--- config.mk ---
export PLATFORM = sky130hd
export DESIGN_NAME = risc_toy_decode_stage
export DESIGN_NICKNAME = d
export VERILOG_FILES = /design/src/rtl/risc_toy_decode_stage.sv
export SDC_FILE = /design/constraint.sdc
export NUM_CORES = 1
export LEC_CHECK = 0
export ABC_AREA = 1
export BUFFER_PORTS_ARGS = -buffer_cell sky130_fd_sc_hd__buf_2
export CAP_MARGIN = 40
export CELL_PAD_IN_SITES_DETAIL_PLACEMENT = 1
export CELL_PAD_IN_SITES_GLOBAL_PLACEMENT = 1
export CORE_MARGIN = 3
export CORE_UTILIZATION = 27
export CTS_CLUSTER_DIAMETER = 60
export DETAILED_ROUTE_END_ITERATION = 7
export PLACE_DENSITY = 0.89
export SLEW_MARGIN = 15
export SYNTH_ARGS = -nofsm -noshare
export SYNTH_HDL_FRONTEND = slang
export SYNTH_SLANG_ARGS = --single-unit
--- constraint.sdc ---
create_clock -name CLK -period 2.1 [get_ports CLK]
set_clock_uncertainty 0.2 [all_clocks]
set_input_delay 0 -clock CLK [delete_from_list [all_inputs] [get_ports CLK]]
set_output_delay 0 -clock CLK [all_outputs]
set_load 0.02 [all_outputs]
--- src/rtl/risc_toy_decode_stage.sv ---
// RISC_TOY decode/operand-fetch stage between IF and EX.
// Define RISC_TOY_DEC_FWD_EN to enable EX/MEM operand forwarding; otherwise any pending write stalls.
module risc_toy_decode_stage #(
  parameter int         DW     = 32,
  parameter int         AW     = 5,
  parameter logic [4:0] NOP_OP = 5'b11111
) (
  input  logic          CLK,
  input  logic          RST,
  input  logic          I_VALID,
  output logic          I_READY,
  input  logic [31:0]   INSTR,
  input  logic [29:0]   I_PC,
  output logic [AW-1:0] RA0,
  output logic [AW-1:0] RA1,
  input  logic [DW-1:0] DOUT0,
  input  logic [DW-1:0] DOUT1,
  input  logic          EX_VALID,
  input  logic          EX_WEN,
  input  logic          EX_ISLD,
  input  logic [AW-1:0] EX_DEST,
  input  logic [DW-1:0] EX_RES,
  input  logic          MEM_VALID,
  input  logic          MEM_WEN,
  input  logic [AW-1:0] MEM_DEST,
  input  logic [DW-1:0] MEM_RES,
  input  logic          FLUSH,
  output logic          D_VALID,
  input  logic          D_READY,
  output logic [4:0]    D_OP,
  output logic [DW-1:0] D_VALA,
  output logic [DW-1:0] D_VALB,
  output logic [DW-1:0] D_IMM,
  output logic [AW-1:0] D_DEST,
  output logic          D_WEN,
  output logic [29:0]   D_PC
);
  // Handshake: a transfer happens on an edge where valid and ready are both high;
  // valid never waits on ready, and the payload is held while valid is high and ready low.
  localparam logic [4:0] OP_ADDI = 5'd0,  OP_ANDI = 5'd1,  OP_ORI  = 5'd2,  OP_MOVI = 5'd3;
  localparam logic [4:0] OP_ADD  = 5'd4,  OP_SUB  = 5'd5,  OP_NEG  = 5'd6,  OP_NOT  = 5'd7;
  localparam logic [4:0] OP_AND  = 5'd8,  OP_OR   = 5'd9,  OP_XOR  = 5'd10, OP_LSR  = 5'd11;
  localparam logic [4:0] OP_ASR  = 5'd12, OP_SHL  = 5'd13, OP_ROR  = 5'd14, OP_BR   = 5'd15;
  localparam logic [4:0] OP_BRL  = 5'd16, OP_J    = 5'd17, OP_JL   = 5'd18, OP_LD   = 5'd19;
  localparam logic [4:0] OP_LDR  = 5'd20, OP_ST   = 5'd21, OP_STR  = 5'd22;

  typedef enum logic [1:0] {B_ZERO, B_FWD, B_RAW, B_SHAMT} b_mode_t;

  function automatic logic [AW-1:0] fit(input logic [4:0] f);
    logic [AW+4:0] t;
    t = {{AW{1'b0}}, f};
    return t[AW-1:0];
  endfunction

  logic [4:0]    op;
  logic [AW-1:0] fa, fb, fc;
  logic [DW-1:0] sext17, zext17, sext22, zext3, zext5;
  logic          a_act, dec_wen, dec_known;
  b_mode_t       b_mode;
  logic [DW-1:0] dec_imm;

  assign op     = INSTR[31:27];
  assign fa     = fit(INSTR[26:22]);
  assign fb     = fit(INSTR[21:17]);
  assign fc     = fit(INSTR[16:12]);
  assign sext17 = {{(DW-17){INSTR[16]}}, INSTR[16:0]};
  assign zext17 = {{(DW-17){1'b0}}, INSTR[16:0]};
  assign sext22 = {{(DW-22){INSTR[21]}}, INSTR[21:0]};
  assign zext3  = {{(DW-3){1'b0}}, INSTR[2:0]};
  assign zext5  = {{(DW-5){1'b0}}, INSTR[4:0]};

  // Port A is the forwarded/hazard-checked source; port B may be active, raw or an immediate.
  always_comb begin
    RA0       = fb;
    RA1       = fa;
    a_act     = 1'b0;
    b_mode    = B_ZERO;
    dec_imm   = '0;
    dec_wen   = 1'b0;
    dec_known = 1'b1;
    case (op)
      OP_ADDI, OP_LD:  begin a_act = 1'b1; b_mode = B_RAW; dec_imm = sext17; dec_wen = 1'b1; end
      OP_ANDI, OP_ORI: begin a_act = 1'b1; b_mode = B_RAW; dec_imm = zext17; dec_wen = 1'b1; end
      OP_ST:           begin a_act = 1'b1; b_mode = B_FWD; dec_imm = sext17; end
      OP_MOVI:         begin dec_imm = sext17; dec_wen = 1'b1; end
      OP_ADD, OP_SUB, OP_AND, OP_OR, OP_XOR: begin
        RA1 = fc; a_act = 1'b1; b_mode = B_FWD; dec_wen = 1'b1;
      end
      OP_NEG, OP_NOT:  begin RA0 = fc; a_act = 1'b1; dec_wen = 1'b1; end
      OP_LSR, OP_ASR, OP_SHL, OP_ROR: begin
        RA1 = fc; a_act = 1'b1; b_mode = INSTR[5] ? B_FWD : B_SHAMT; dec_wen = 1'b1;
      end
      OP_BR, OP_BRL: begin
        RA1 = fc; a_act = 1'b1; b_mode = B_FWD; dec_imm = zext3; dec_wen = (op == OP_BRL);
      end
      OP_J, OP_JL:     begin dec_imm = sext22; dec_wen = (op == OP_JL); end
      OP_LDR:          begin b_mode = B_RAW; dec_imm = sext22; dec_wen = 1'b1; end
      OP_STR:          begin b_mode = B_FWD; dec_imm = sext22; end
      default:         dec_known = 1'b0;
    endcase
  end

  logic          ex_hit0, ex_hit1, mem_hit0, mem_hit1, b_act;
  logic          stall0, stall1, stall, adv;
  logic [DW-1:0] val0, val1, vala, valb;

  assign b_act    = (b_mode == B_FWD);
  assign ex_hit0  = EX_VALID & EX_WEN & (EX_DEST == RA0);
  assign ex_hit1  = EX_VALID & EX_WEN & (EX_DEST == RA1);
  assign mem_hit0 = MEM_VALID & MEM_WEN & (MEM_DEST == RA0);
  assign mem_hit1 = MEM_VALID & MEM_WEN & (MEM_DEST == RA1);

`ifdef RISC_TOY_DEC_FWD_EN
  assign stall0 = a_act & ex_hit0 & EX_ISLD;
  assign stall1 = b_act & ex_hit1 & EX_ISLD;
  assign val0   = ex_hit0 ? EX_RES : (mem_hit0 ? MEM_RES : DOUT0);
  assign val1   = ex_hit1 ? EX_RES : (mem_hit1 ? MEM_RES : DOUT1);
`else
  logic unused_fwd;
  assign unused_fwd = ^{EX_ISLD, EX_RES, MEM_RES};
  assign stall0 = a_act & (ex_hit0 | mem_hit0);
  assign stall1 = b_act & (ex_hit1 | mem_hit1);
  assign val0   = DOUT0;
  assign val1   = DOUT1;
`endif

  assign stall   = I_VALID & (stall0 | stall1);
  assign adv     = ~D_VALID | D_READY;
  assign I_READY = adv & ~stall & ~FLUSH;
  assign vala    = a_act ? val0 : '0;

  always_comb begin
    valb = '0;
    case (b_mode)
      B_FWD:   valb = val1;
      B_RAW:   valb = DOUT1;
      B_SHAMT: valb = zext5;
      default: valb = '0;
    endcase
  end

  always_ff @(posedge CLK) begin
    if (RST) begin
      D_VALID <= 1'b0;
      D_OP    <= NOP_OP;
      D_VALA  <= '0;
      D_VALB  <= '0;
      D_IMM   <= '0;
      D_DEST  <= '0;
      D_WEN   <= 1'b0;
      D_PC    <= '0;
    end else if (FLUSH) begin
      D_VALID <= 1'b0;
    end else if (adv) begin
      // A stalled instruction leaves a bubble and is re-decoded with fresh operands.
      D_VALID <= I_VALID & ~stall;
      if (I_VALID & ~stall) begin
        D_OP   <= dec_known ? op : NOP_OP;
        D_VALA <= vala;
        D_VALB <= valb;
        D_IMM  <= dec_imm;
        D_DEST <= dec_known ? fa : '0;
        D_WEN  <= dec_wen;
        D_PC   <= I_PC;
      end
    end
  end
endmodule
# --- After elaboration in Yosys (flattened, before gate mapping) ---
# Cells that the tools add are included.
word_totals:
  register_bits: 138
  in_bits: 210
  output_inout_bits: 149
op_classes:
  n_eq_ne: 29
  n_mux: 12
  bitwise_logic: 19
  n_reduce_logical: 17
ops:
  columns: ["op", "n"]
  rows:
  - ["case mux 32 bit (4 select lines)", 1]
  - ["case mux 32 bit (2 select lines)", 1]
  - ["equality test 5 x 4 -> 1 bit, second input constant", 8]
  - ["equality test 5 bit, second input constant", 7]
  - ["two-way mux 32 bit", 1]
  - ["OR reduction 23 bit", 1]
  - ["equality test 5 x 3 -> 1 bit, second input constant", 4]
  - ["equality test 5 bit", 4]
  - ["two-way mux 5 bit", 4]
  - ["OR reduction 18 bit", 1]
  - ["OR reduction 17 bit", 1]
  - ["AND 1 bit", 12]
  - ["OR reduction 2 bit", 6]
  - ["OR reduction 4 bit", 3]
  - ["OR reduction 11 bit", 1]
  - ["equality test 5 x 2 -> 1 bit, second input constant", 2]
  - ["OR reduction 9 bit", 1]
  - ["case mux 2 bit (3 select lines)", 1]
  - ["equality test 5 x 1 -> 1 bit, second input constant", 1]
  - ["logical NOT 5 bit", 1]
  - ["OR reduction 5 bit", 1]
  - ["equality test 2 bit, second input constant", 2]
  - ["bitwise OR 1 bit", 4]
  - ["inverter 1 bit", 3]
  - ["other kinds (5)", 6]

# --- Depth between registers and ports, before layout ---
depth:
  word_depth: 12
  depth_mapped: 19

# --- Least setup slack after synthesis ---
# OpenSTA, ideal clock, no wires.
synth_timing:
  path_type: "input port to flip-flop"
  from: "input port INSTR[28]"
  to: "register D_IMM[12]"
  setup_ps: 114
  t_arrival_ps: 1890
  t_required_ps: 1786
  path_slack_ps: -104
  stages: 16
  cell_sequence: "buf_2 > nor2_2 > nand3_2 > buf_2 > nand3_1 > nor3_2 > inv_1 > nor2_1 > inv_1 > ha_1 > nand2_1 > nand4_2 > buf_4 > buf_2 > o21bai_1 > nor2_1"
synth_via:
  elab_chain_len: 12
  word_cells_on_any_way: 56
  classes_between: "27 x eq/ne; 5 x mux; 12 x bitwise; 12 x reduce/logical"
synth_rtl:
  columns: ["item", "line", "rtl"]
  rows:
  - ["from (decl)", "12", "input logic [31:0] INSTR,"]
  - ["equality test 5 bit, or another cell as far along", "81", "case (op)"]
  - ["OR reduction 11 bit (no source line) or OR reduction 2 bit (tied branches)", null, null]
  - ["two-way mux 5 bit", "81", null]
  - ["equality test 5 bit (on tied branches)", null, null]
  - ["AND 1 bit (on tied branches)", null, null]
  - ["bitwise OR 1 bit (on tied branches)", "122, 121", null]
  - ["AND 1 bit (on tied branches)", "122, 121", null]
  - ["bitwise OR 1 bit", "127", "assign stall = I_VALID & (stall0 | stall1);"]
  - ["AND 1 bit", "127", null]
  - ["inverter 1 bit", "157", "if (I_VALID & ~stall) begin"]
  - ["AND 1 bit", "157", null]
  - ["AND reduction 3 bit (no source line)", null, null]
  - ["to (signal assigned)", "161", "D_IMM <= dec_imm;"]
  - ["to (decl)", "33", "output logic [DW-1:0] D_IMM,"]
# Several ways; a longest one is shown, not always the timed one.
# A chain may end at the register's enable or synchronous reset.

# --- Final worst setup path ---
layout_timing:
  from: "input port INSTR[30]"
  to: "register D_VALB[20]"
layout_via:
  elab_chain_len: 12
  word_cells_on_any_way: 52
  classes_between: "26 x eq/ne; 5 x mux; 12 x bitwise; 9 x reduce/logical"
layout_rtl:
  columns: ["item", "line", "rtl"]
  rows:
  - ["equality test 5 bit, or another cell as far along", "81", null]
  - ["OR reduction 11 bit (no source line) or OR reduction 2 bit (tied branches)", null, null]
  - ["two-way mux 5 bit", "81", null]
  - ["equality test 5 bit (on tied branches)", null, null]
  - ["AND 1 bit (on tied branches)", null, null]
  - ["bitwise OR 1 bit (on tied branches)", "122, 121", null]
  - ["AND 1 bit (on tied branches)", "122, 121", null]
  - ["bitwise OR 1 bit", "127", null]
  - ["AND 1 bit", "127", null]
  - ["inverter 1 bit", "157", null]
  - ["AND 1 bit", "157", null]
  - ["AND reduction 3 bit (no source line)", null, null]
  - ["to (signal assigned)", "160", "D_VALB <= valb;"]
  - ["to (decl)", "32", "output logic [DW-1:0] D_VALB,"]
# Several ways; a longest one is shown, not always the timed one.

==> flow_metrics.env <==
export IMPL_outcome="finished, violations left"
export IMPL_violations="negative hold slack, negative setup slack"
export IMPL_drive_above_1_share_pct=34.22
export IMPL_cp_slowest_cell="buf_6"
export IMPL_wl_per_cell_um=20.28
export IMPL_ys_warn_count=0
export IMPL_worst_slew_pin_slew_ns=0.6288
export IMPL_grtUsageTotal_pct=24.16
export IMPL_cts_tree="yes"
export IMPL_drt_iter0_drc=539
export IMPL_ys_seq_area_share_pct=37.65
export IMPL_synth_seq_cells=128
export IMPL_vias=9603
export IMPL_path_buf_inv=6
export IMPL_synth_top_area_share_pct=37.65
export IMPL_fin_nets=1852
export IMPL_fin_util_pct=50.95
export IMPL_fill_cells=3113
export IMPL_slew_viol_final=0
export IMPL_drc=0
export IMPL_multi_input_area_um2=3586
export IMPL_portBuffers=293
export IMPL_cts_root_buffer="clkbuf_16"
export IMPL_power_density_nw_per_um2=674.0
export IMPL_end_kind="register"
export IMPL_gp_congestion=0.9295
export IMPL_grt_busiest_layer="met2"
export IMPL_fin_crit_ns=2.237
export IMPL_antenna_left=0
export IMPL_avgViaCountPerCell=4.840
export IMPL_syn_area_um2=6805
export IMPL_htree_levels=4
export IMPL_antenna_found_initial=9
export IMPL_netlist_instances=1134
export IMPL_dr_pass1_iters=5
export IMPL_hp_class="in2reg"
export IMPL_die_h_um=164.8
export IMPL_grt_max_degree=51
export IMPL_worstPathArrival_ns=2.37
export IMPL_finalWirelength_mm=40.23
export IMPL_timing_fmax_mhz=447.0
export IMPL_crit_path_frequent_cell="nand2_1"
export IMPL_numCtsBuffers=17
export IMPL_grt_pass1_wl_mm=51.80
export IMPL_crit_required_ns=2.23
export IMPL_syn_mean_instance_area_um2=6.001
export IMPL_synth_area_leader_cell="dfxtp_1"
export IMPL_cts_path_max_buffers=2
export IMPL_clock_latency_ns=0.41
export IMPL_cpLargestDelayFamily="simple AND/OR/NAND/NOR gates"
export IMPL_setup_violations=119
export IMPL_fin_cells=1984
export IMPL_drv_cap=0
export IMPL_clkSlewWorstSetupHoldPaths_ns=0.06
export IMPL_use_met1_pct=24.69
export IMPL_gr_usage_met2_pct=44.57
export IMPL_setup_slack_ns=-0.1372
export IMPL_timing_final_hold_violations=1
export IMPL_clock_sinks=128
export IMPL_rsz0062_at_grt="yes"
export IMPL_max_stage_delay_ns=0.18
export IMPL_hold_slack_ns=-0.01567
export IMPL_ir_worst_vdd_uv=384.4
export IMPL_worstSetupPathType="in2reg"
export IMPL_die_w_um=164.8
export IMPL_maxSlewHeadroom_pct=58.08
export IMPL_ys_types=26
export IMPL_cp_cell_sequence="buf_6, nor2_2, buf_6, nand3_4, buf_6, nand4_1, nand3_1, nand2_1, nor2_1, nand3_1, nand2_1, nand2_2, nand4_4, buf_12, clkbuf_16, clkbuf_16, nand2_1, nand2_1, nor2_1"
export IMPL_start_util_pct=27.74
export IMPL_regArea_um2=2562
export IMPL_cp_max_fo=11
export IMPL_grt_pass1_vias=9972
export IMPL_final_cell_mix="nand2_1, buf_2, inv_1"
export IMPL_period_share_pct=106.5
export IMPL_hpwl_mm=20.67
export IMPL_dpl_cell_count=1775
export IMPL_ioPinCount=359
export IMPL_p_leak_nw=7.010
export IMPL_core_um2=24530
export IMPL_placementRows=57
export IMPL_synth_area_top_cells="dfxtp_1, nand2_1, inv_1"
export IMPL_grt_remaining_overflow=0
export IMPL_syn_nets=1347
export IMPL_use_met3_pct=6.897
export IMPL_area_growth_pct=83.69
export IMPL_startpoint_type="input pin"
export IMPL_final_common_cell="nand2_1"
export IMPL_die_area_um2=27150
[cell usage after synthesis (all sizes together)]
library cell and n:
o21bai 32, a21boi 1, nor4 2, buf 42
ha 3, dfxtp 128, nand4 16, clkbuf 20
nand2 337, inv 226, o21ai 3, or2 1
a21oi 62, nor2 214, nand3 41, nor3 4
nor3b 1, a211oi 1
[kinds of logic after synthesis]
| family | after synthesis | share of synthesized area (%) |
|---|---|---|
| simple gates | 616 | 36.09 |
| buf+inv | 288 | 17.17 |
| flops | 128 | 37.65 |
| compound gates | 99 | 8.531 |
| fa+ha+maj | 3 | 0.5516 |
[worst reg2reg max path, stage by stage, from the launching register on]
cell and delay, ns:
dfxtp_1 0.31, inv_1 0.06, nor2_1 0.05, nor2_1 0.26
nand4_4 0.17, buf_12 0.18, clkbuf_16 0.17, clkbuf_16 0.18
nand2_1 0.07, nand2_1 0.06, nor2_1 0.17
[where the power goes]
part | internal (mW) | leakage (nW) | switching (mW)
Combinational | 1.09 | 5.66 | 1.50
Sequential | 2.61 | 1.05 | 0.113
Clock | 1.95 | 0.299 | 1.16
Total | 5.65 | 7.01 | 2.78
[registers in the layout, summed over array words and instances, names as in the netlist]
register,cells
D_VALID,1
D_OP,5
D_WEN,1
D_VALA,32
D_IMM,22
D_VALB,32
D_DEST,5
D_PC,30
[final timing paths]
| path | start | endpoint | slack, ns | cells past startpoint |
|---|---|---|---|---|
| hold reg to reg | D_OP[0] | D_OP[0] | 0.28 | 2 |
| setup / recovery | INSTR[30] | D_VALB[20] | -0.14 | 19 |
| hold / removal | INSTR[26] | D_DEST[4] | -0.02 | 5 |
| setup reg to reg | D_VALID | D_VALB[20] | 0.15 | 10 |
[area by class of cell]
cell class	instances	share of cell area [%]
repair buffers	547	35.69
clock inverters	10	1.081
clock buffers	21	3.763
multi-input cells	719	28.69
flip-flops and latches	128	20.50
well taps	324	3.243
diodes	9	0.1802
inverters	226	6.856
[layer usage]
metal / share of wire [%] / wire, um
met5: 0 / 0
met4: 5.7 / 2309
met3: 6.5 / 2632
met2: 52 / 21030
met1: 35 / 14250
[per-stage QoR]
stage | total power, mW | TNS (ns) | instance area, um^2 | setup WS, ns | hold WS [ns]
after global placement | 4.533 | -47.41 | 9223 | -0.4234 | 0.02125
after CTS | 7.918 | -0.01332 | 11160 | -0.01332 | 0.1230
after global routing | 8.783 | -13.73 | 12500 | -0.2073 | 0.01563
after detailed placement | 4.606 | -56.62 | 9223 | -0.5206 | 0.03174
after floorplan | 3.795 | 0 | 6849 | 0.0008439 | -0.06508
final | 8.426 | -6.124 | 12500 | -0.1372 | -0.01567
[repair_timing]
| action | CTS | global route |
|---|---|---|
| hold endpoints to repair | 127 | 4 |
| hold buffers | 131 | 4 |
| buffers inserted | 0 | 15 |
| pin swaps | 1 | 41 |
| resized for setup | 7 | 180 |
| setup endpoints to repair | 72 | 127 |
| gates cloned | 0 | 25 |
Note: power is estimated with default switching activity, not from simulation.
